$ cat src/rtl/fir_y_uart_tx.sv
// fir_y_uart_tx -- dumps the filter's output sample RAM over a UART 8N1 line.
//
// A rising edge on filt, seen while idle, starts a dump. The block reads RAM
// addresses 0..N_SAMPLES-1 and sends each 16-bit sample as two bytes, low byte
// first. Each read costs 3 cycles (address, RAM latency, latch), and tx stays
// high during those cycles.
//
// Optional feature macro: FIR_YTX_HEADER_EN. When it is defined, the block sends
// the header bytes 0xA5, 0x5A, N_SAMPLES-1 ahead of sample 0.
//
// Ports:
//   clk      in   system clock
//   reset    in   asynchronous active-high reset
//   filt     in   filter completion level; a rising edge starts a dump
//   ram_ra   out  [7:0]  read address into the output RAM (port B)
//   ram_dout in   [15:0] RAM read data, 1-cycle synchronous latency
//   tx       out  UART serial line, registered, idles high
//   busy     out  high from the start trigger until the last stop bit ends
//   done     out  high after a complete dump until the next start or reset
module fir_y_uart_tx #(
   parameter int CLKS_PER_BIT = 434,
   parameter int N_SAMPLES    = 172
) (
   input  logic        clk,
   input  logic        reset,
   input  logic        filt,
   output logic [7:0]  ram_ra,
   input  logic [15:0] ram_dout,
   output logic        tx,
   output logic        busy,
   output logic        done
);

   localparam logic [15:0] TMR_LAST = 16'(CLKS_PER_BIT - 1);
   localparam logic [7:0]  IDX_LAST = 8'(N_SAMPLES - 1);

   typedef enum logic [2:0] {IDLE, HDR, RD, TX_LO, TX_HI, FIN} state_t;

   state_t      state, state_nxt;
   logic        filt_q, fin_q;
   logic [7:0]  idx;
   logic [15:0] shreg;      // the sample being sent; shifted right one bit per data bit
   logic [15:0] bit_tmr;
   logic [3:0]  bit_cnt;    // 0 = start bit, 1..8 = data bits, 9 = stop bit
   logic [1:0]  rd_cnt;
`ifdef FIR_YTX_HEADER_EN
   logic [1:0]  hdr_cnt;
`endif

   logic start, serialising, bit_tick, byte_end, data_bit, tx_nxt;

   assign ram_ra = idx;

   // State register
   always_ff @(posedge clk or posedge reset) begin
      if (reset) state <= IDLE;
      else       state <= state_nxt;
   end

   // Next-state logic
   always_comb begin
      state_nxt = state;
      case (state)
         IDLE: begin
            if (start) begin
`ifdef FIR_YTX_HEADER_EN
               state_nxt = HDR;
`else
               state_nxt = RD;
`endif
            end
         end
`ifdef FIR_YTX_HEADER_EN
         // Sample 0 is prefetched while the last header byte is on the line.
         // This lets its low byte follow the header with no gap.
         HDR:   if (byte_end && hdr_cnt == 2'd2) state_nxt = TX_LO;
`else
         HDR:   state_nxt = IDLE;
`endif
         RD:    if (rd_cnt == 2'd2) state_nxt = TX_LO;
         TX_LO: if (byte_end) state_nxt = TX_HI;
         TX_HI: if (byte_end) state_nxt = (idx == IDX_LAST) ? FIN : RD;
         FIN:   if (!filt) state_nxt = IDLE;
         default: state_nxt = IDLE;
      endcase
   end

   // Output and serialiser decode
   always_comb begin
      start       = filt & ~filt_q & (state == IDLE);
      serialising = (state == HDR) || (state == TX_LO) || (state == TX_HI);
      bit_tick    = serialising && (bit_tmr == TMR_LAST);
      byte_end    = bit_tick && (bit_cnt == 4'd9);
      data_bit    = (bit_cnt != 4'd0) && (bit_cnt != 4'd9);
      tx_nxt      = 1'b1;
      if (serialising) begin
         if (bit_cnt == 4'd0)      tx_nxt = 1'b0;
         else if (bit_cnt == 4'd9) tx_nxt = 1'b1;
         else                      tx_nxt = shreg[0];
      end
   end

   // Datapath. tx lags the state by one cycle. The lag is the same for every
   // bit, so bit widths and gaps keep their exact values.
   always_ff @(posedge clk or posedge reset) begin
      if (reset) begin
         filt_q  <= 1'b0;
         fin_q   <= 1'b0;
         tx      <= 1'b1;
         busy    <= 1'b0;
         done    <= 1'b0;
         idx     <= 8'd0;
         shreg   <= 16'd0;
         bit_tmr <= 16'd0;
         bit_cnt <= 4'd0;
         rd_cnt  <= 2'd0;
`ifdef FIR_YTX_HEADER_EN
         hdr_cnt <= 2'd0;
`endif
      end else begin
         filt_q <= filt;
         tx     <= tx_nxt;
         fin_q  <= (state == FIN);

         if (start)              busy <= 1'b1;
         else if (state == FIN)  busy <= 1'b0;

         // done rises one cycle after the line has gone back to idle after the last stop bit.
         if (start)      done <= 1'b0;
         else if (fin_q) done <= 1'b1;

         if (serialising) begin
            if (bit_tick) begin
               bit_tmr <= 16'd0;
               bit_cnt <= (bit_cnt == 4'd9) ? 4'd0 : bit_cnt + 4'd1;
            end else begin
               bit_tmr <= bit_tmr + 16'd1;
            end
         end else begin
            bit_tmr <= 16'd0;
            bit_cnt <= 4'd0;
         end

         if (state == RD && rd_cnt != 2'd2) rd_cnt <= rd_cnt + 2'd1;
         else                               rd_cnt <= 2'd0;

         if (start)
            idx <= 8'd0;
         else if (state == TX_HI && byte_end && idx != IDX_LAST)
            idx <= idx + 8'd1;

         // After the 8 low-byte shifts, the high byte sits in shreg[7:0].
         if (state == RD && rd_cnt == 2'd2) shreg <= ram_dout;
         else if (bit_tick && data_bit)     shreg <= {1'b0, shreg[15:1]};
`ifdef FIR_YTX_HEADER_EN
         if (start) shreg <= 16'h00A5;
         if (state == HDR && byte_end)
            shreg <= (hdr_cnt == 2'd2) ? ram_dout
                                       : {8'h00, (hdr_cnt == 2'd0) ? 8'h5A : IDX_LAST};
         if (start)                         hdr_cnt <= 2'd0;
         else if (state == HDR && byte_end) hdr_cnt <= hdr_cnt + 2'd1;
`endif
      end
   end

endmodule

$ cat config.mk
export PLATFORM = sky130hd
export DESIGN_NAME = fir_y_uart_tx
export DESIGN_NICKNAME = d
export VERILOG_FILES = /design/src/rtl/fir_y_uart_tx.sv
export SDC_FILE = /design/constraint.sdc
export NUM_CORES = 1
export LEC_CHECK = 0
export CORE_ASPECT_RATIO = 1.2
export CORE_UTILIZATION = 30
export DETAILED_ROUTE_END_ITERATION = 16
export PLACE_DENSITY = 0.58
export RECOVER_POWER = 50
export SLEW_MARGIN = 20
export SYNTH_ARGS = -nofsm -noshare
export SYNTH_HDL_FRONTEND = slang
export SYNTH_SLANG_ARGS = --single-unit
export TNS_END_PERCENT = 30
$ cat constraint.sdc
create_clock -name clk -period 2.4 [get_ports clk]
set_input_delay 0.6 -clock clk [delete_from_list [all_inputs] [get_ports clk]]
set_output_delay 0.6 -clock clk [all_outputs]
set_load 0.01 [all_outputs]
# ---- Word-level counts from Yosys, hierarchy flattened
# Cells that the tools add are included.
dict set report word_totals {
  word_cells 78
  latchBits 0
  reg_bits 54
  mem_bits_rw 0
  mem_count 0
  inputBits 19
  out_inout_bits 11
  romBits 0
}
dict set report op_classes {
  addsub 4
  shifts 0
  n_mux 24
  n_eq_ne 18
  mul 0
  n_div 0
  bitwise 3
  order_cmp 0
  n_reduce_logical 18
}
# cell n
set op_table {}
lappend op_table {{16-bit 2-to-1 mux} 4}
lappend op_table {{3-bit 2-to-1 mux} 6}
lappend op_table {{16-bit by 1-bit adder with 16-bit output (second input constant)} 1}
lappend op_table {{16-bit by 9-bit == test with 1-bit output (second input constant)} 1}
lappend op_table {{8-bit 2-to-1 mux} 2}
lappend op_table {{3-bit one-hot mux with 5 select lines} 1}
lappend op_table {{4-bit 2-to-1 mux} 3}
lappend op_table {{2-bit inequality test (second input constant)} 6}
lappend op_table {{8-bit by 1-bit adder with 8-bit output (second input constant)} 1}
lappend op_table {{8-bit == test (second input constant)} 1}
lappend op_table {{1-bit logical AND} 8}
lappend op_table {{8-bit inequality test (second input constant)} 1}
lappend op_table {{2-bit nonzero test} 4}
lappend op_table {{1-bit 2-to-1 mux} 7}
lappend op_table {{3-bit by 2-bit == test with 1-bit output (second input constant)} 2}
lappend op_table {{3-bit == test (second input constant)} 2}
lappend op_table {{5-bit AND reduction} 1}
lappend op_table {{4-bit by 1-bit adder with 4-bit output (second input constant)} 1}
lappend op_table {{4-bit == test (second input constant)} 1}
lappend op_table {{4-bit logical NOT} 1}
lappend op_table {{4-bit inequality test (second input constant)} 1}
lappend op_table {{4-bit nonzero test} 1}
lappend op_table {{3-bit by 1-bit == test with 1-bit output (second input constant)} 1}
lappend op_table {{3-bit logical NOT} 1}
lappend op_table {{7 further kinds} 9}

# ---- Depth between registers and ports, before layout
dict set report logic_depth {
  word_depth 9
  depth_mapped 8
}

# ---- Least setup slack after synthesis
# Ideal clock, no wire load.
dict set report synth_timing {
  path_type {register to register}
  start {register bit_tmr[1]}
  end {register idx[0] (netlist: ram_ra[0])}
  slack_ns 0.531
  path_stages_with_launch 9
  setup_time_ns 0.151
  arrival_time_ns 1.719
  path_cell_list {dfrtp_1 -> inv_1 -> ha_1 -> nor3b_1 -> nand4_2 -> buf_2 -> buf_6 -> o31ai_1 -> a21oi_1}
}
dict set report synth_between {
  elab_chain_cells 6
}
# item line_no
set synth_lines {}
lappend synth_lines {{from (decl)} 43} ;# logic [15:0] bit_tmr;
lappend synth_lines {{from (signal assigned)} 137} ;# bit_tmr <= bit_tmr + 16'd1;
lappend synth_lines {{16-bit by 9-bit == test with 1-bit output} 92} ;# bit_tick = serialising && (bit_tmr == TMR_LAST);
lappend synth_lines {{1-bit logical AND} 92}
lappend synth_lines {{1-bit logical AND} 93} ;# byte_end = bit_tick && (bit_cnt == 4'd9);
lappend synth_lines {{1-bit logical AND (2 in a row)} 149} ;# else if (state == TX_HI && byte_end && idx != IDX_LAST)
lappend synth_lines {{2-bit nonzero test (no line)} -}
lappend synth_lines {{to (signal assigned)} 150} ;# idx <= idx + 8'd1;
lappend synth_lines {{to (decl)} 41} ;# logic [7:0] idx;
# No other way between the ends.
# A chain may end at the register's enable or synchronous reset.

# ---- Final worst setup path
dict set report layout_timing {
  start {register bit_cnt[1]}
  end {register idx[3] (netlist: ram_ra[3])}
}
dict set report layout_between {
  elab_chain_cells 5
}
# item line_no
set layout_lines {}
lappend layout_lines {{from (decl)} 44} ;# logic [3:0] bit_cnt;
lappend layout_lines {{from (signal assigned)} 135} ;# bit_cnt <= (bit_cnt == 4'd9) ? 4'd0 : bit_cnt + 4'd1;
lappend layout_lines {{4-bit == test} 93}
lappend layout_lines {{1-bit logical AND} 93}
lappend layout_lines {{1-bit logical AND (2 in a row)} 149}
lappend layout_lines {{2-bit nonzero test (no line)} -}
# No other way between the ends.

==> impl_metrics.env <==
export IMPL_fin_nets=366
export IMPL_yosysSeqAreaShare_pct=46.6
export IMPL_diodes=0
export IMPL_max_freq_mhz=476
export IMPL_place_inst=453
export IMPL_synthMuxAreaShare_pct=1.04
export IMPL_io_buffers=29
export IMPL_path_clk_slew_ns=0.10
export IMPL_cp_cell_sequence="inv_1 -> ha_1 -> and3b_1 -> nand2_1 -> or4_1 -> a21oi_1"
export IMPL_synth_xor_area_share_pct=4.23
export IMPL_leakagePower_nw=1.31
export IMPL_synth_top_family_by_area="simple AND/OR/NAND/NOR gates"
export IMPL_areaGrowthSynthToFinish_pct=19.0
export IMPL_placed_area_um2=3350
export IMPL_drc=0
export IMPL_cts_tree="built"
export IMPL_overflow=0
export IMPL_cts_repair_resize_count=0
export IMPL_fin_skew_ns=0.00957
export IMPL_clock_sinks=54
export IMPL_via_per_inst=5.26
export IMPL_syn_cell_area_um2=2900
export IMPL_drt_wl_total_mm=6.47
export IMPL_start_util_pct=31.4
export IMPL_synth_top_area_share_pct=45.7
export IMPL_syn_nets=337
export IMPL_track_usage_pct=13.7
export IMPL_start_kind="flop"
export IMPL_ys_flop_type="dfrtp_1"
export IMPL_worstSkewPairLatency_ns=0.31
export IMPL_p_per_area_nw_per_um2=760
export IMPL_instances_no_fill=461
export IMPL_grt_pass1_vias=2319
export IMPL_ant_nets=0
export IMPL_synthAdderAreaFrac_pct=3.02
export IMPL_clockRootBuffer="clkbuf_8"
export IMPL_yosysMostFrequentCell="dfrtp_1"
export IMPL_max_slew_margin_pct=8.28
export IMPL_firstDrtPassIters=4
export IMPL_finalInstanceArea_um2=3450
export IMPL_ios=30
export IMPL_required_ns=2.64
export IMPL_synthTopCellsByCount="dfrtp_1, nor2_1, nand3_1, o21ai_0, nand2_1"
export IMPL_hp_class="reg -> reg"
export IMPL_yosys_warnings=0
export IMPL_synth_cell_types=47
export IMPL_synth_top_area_cell="dfrtp_1"
export IMPL_postSynthCellCount=311
export IMPL_wl_per_cell_um=14.0
export IMPL_critical_path_reg2reg_startpoint="bit_cnt[1]$_DFFE_PP0P_"
export IMPL_synth_compound_area_share_pct=13.8
export IMPL_grt_setup_unrepaired="false"
export IMPL_maxSlewViolCount=0
export IMPL_cp_end_kind="flop"
export IMPL_grt_max_degree=55
export IMPL_ys_async_sr_fraction_pct=100
export IMPL_coreArea_um2=9220
export IMPL_syn_area_per_cell_um2=9.33
export IMPL_cap_viol_max_count=0
export IMPL_synth_edf_count=0
export IMPL_rows=38
export IMPL_die_w_um=91.8
export IMPL_cts_buffer_depth=2
export IMPL_p_comb_share_pct=26.2
export IMPL_fin_crit_ns=2.10
export IMPL_post_cts_setup_buffers=0
export IMPL_dpl_hpwl_mm=4.32
export IMPL_hold_start="rd_cnt[0]$_DFF_PP0_"
export IMPL_p_sw_uw=841
export IMPL_synth_area_top_cells="dfrtp_1, nand3_1, nor2_1"
export IMPL_status="complete, no violations"
export IMPL_pwr_share_clk_pct=23.6
export IMPL_cts_htree_levels=2
export IMPL_hold_worst_slack_ns=0.447
export IMPL_antenna_found_initial=0
export IMPL_setup_worst_path_start="bit_cnt[1]$_DFFE_PP0P_"
export IMPL_cts_buffers=5
export IMPL_hold_viol_final=0
export IMPL_cpMaxStageDelayCell="or4_1"
export IMPL_p_int_mw=1.78
export IMPL_grt_pass1_wl_mm=11.1
export IMPL_gp_congestion=0.751
export IMPL_drtIter0Drc=138
export IMPL_setup_viol=0
export IMPL_critPathArrivalTime_ns=2.34
export IMPL_dieArea_um2=10100
export IMPL_die_y_um=110
export IMPL_criticalPathCategory="reg -> reg"
export IMPL_setup_tns_ns=0
export IMPL_vias=2425
export IMPL_worst_path_max_fanout=12
export IMPL_synth_seq_cells=54
export IMPL_tightest_slew_ns=1.38
export IMPL_fillCellCount=958
export IMPL_synth_simple_area_share_pct=26.9
export IMPL_peakVddDrop_v=0.000267
export IMPL_drive_above_1_share_pct=6.74
export IMPL_post_route_period_util_pct=87.6
export IMPL_p_seq_share_pct=50.2
export IMPL_max_stage_delay_ns=0.55
export IMPL_switching_share_pct=32.0
export IMPL_cts_hold_buffers=0
==> final timing paths <==
kind | to | slack, ns | depth (start not counted)
min reg2reg | rd_cnt[0]$_DFF_PP0_ | 0.45 | 1
min in group asynchronous | shreg[4]$_DFFE_PP0P_ | 1.18 | 3
min | rd_cnt[0]$_DFF_PP0_ | 0.45 | 1
max reg2reg | ram_ra[3]$_DFFE_PP0P_ | 0.30 | 6
max | ram_ra[3]$_DFFE_PP0P_ | 0.30 | 6
max in group asynchronous | fin_q$_DFF_PP0_ | 0.39 | 3
==> flip-flops by register name (all words and copies together) (netlist names) <==
signal   flops
shreg       16
ram_ra       8
fin_q        1
filt_q       1
done         1
busy         1
state        3
tx           1
bit_cnt      4
bit_tmr     16
rd_cnt       2
==> kinds of logic after synthesis <==
kind of cell | Yosys count
xor gates and xnor gates | 14
DFF | 54
AOI/OAI and AO/OA | 65
muxes | 3
and+or+nand+nor | 140
buffers and inverters | 28
adders and majority gates | 7
==> critical path, delay by kind of cell, from the launching register on <==
kind / cells / cell delay (ns)
AO/OA/AOI/OAI: 1 / 0.15
adder cells (fa/ha/maj): 1 / 0.25
buffers and inverters: 1 / 0.11
flip-flops: 1 / 0.42
AND/OR/NAND/NOR: 3 / 1.12
==> metal layers <==
metal / up-vias / track usage [%] / wire, um
met1: 1192 / 16.8 / 2910
met5: - / 0 / 0
met2: 41 / 24.8 / 3260
met4: 0 / 4.35 / 91
li1: 1185 / - / -
met3: 7 / 2.14 / 200
==> power groups by stage <==
| stage | clock, mW | sequential, mW | combinational [mW] |
|---|---|---|---|
| floorplan | 0 | 1.29 | 0.441 |
| global placement | 0 | 1.33 | 0.677 |
| detailed placement | 0 | 1.33 | 0.702 |
| CTS | 0.641 | 1.32 | 0.701 |
| global route | 0.679 | 1.36 | 0.781 |
| finish | 0.618 | 1.32 | 0.687 |
==> cell type report <==
cell class	count	area, um2	area share [%]
Sequential cell	54	1350	39.2
Clock inverter	2	37.5	1.09
Clock buffer	6	72.6	2.10
Inverter	12	45.0	1.31
Multi-Input combinational cell	229	1430	41.4
Tap cell	120	150	4.35
Timing Repair Buffer	38	364	10.6
==> metrics by stage <==
step                utilization, %  power (mW)  worst slack [ns]
floorplan                        -        1.73             0.487
CTS                           37.5        2.66             0.127
finish                        37.4        2.62             0.298
global placement              36.4        2.00             0.173
global route                  37.4        2.82            0.0717
detailed placement            36.4        2.03             0.143
==> cells in the final DEF (no fill, tap or decap), types with 2 or more instances in the layout <==
| cell | synthesis | final |
|---|---|---|
| ha_1 | 7 | 7 |
| dfrtp_1 | 53 | 53 |
| a21boi_0 | 2 | 2 |
| mux2i_1 | 3 | 3 |
| clkdlybuf4s50_1 | 0 | 28 |
| nand2b_1 | 5 | 5 |
| nand4_1 | 7 | 7 |
| nor2_1 | 38 | 38 |
| nand2_1 | 17 | 17 |
| inv_1 | 12 | 11 |
| clkbuf_8 | 0 | 5 |
| nor3b_1 | 3 | 3 |
| nor3_1 | 6 | 6 |
| nand3b_1 | 2 | 2 |
| xnor2_1 | 13 | 13 |
| a21oi_1 | 12 | 12 |
| or4_1 | 6 | 6 |
| clkbuf_1 | 7 | 2 |
| and4_1 | 4 | 4 |
| o21ai_0 | 18 | 18 |
| o31ai_1 | 8 | 8 |
| a31oi_1 | 15 | 15 |
| nor4_1 | 8 | 8 |
| nand3_1 | 29 | 29 |
| nor2b_1 | 3 | 3 |
| nor4_4 | 2 | 2 |
| o211ai_1 | 2 | 2 |
| buf_4 | 1 | 6 |
(Power assumes the default switching activity.)
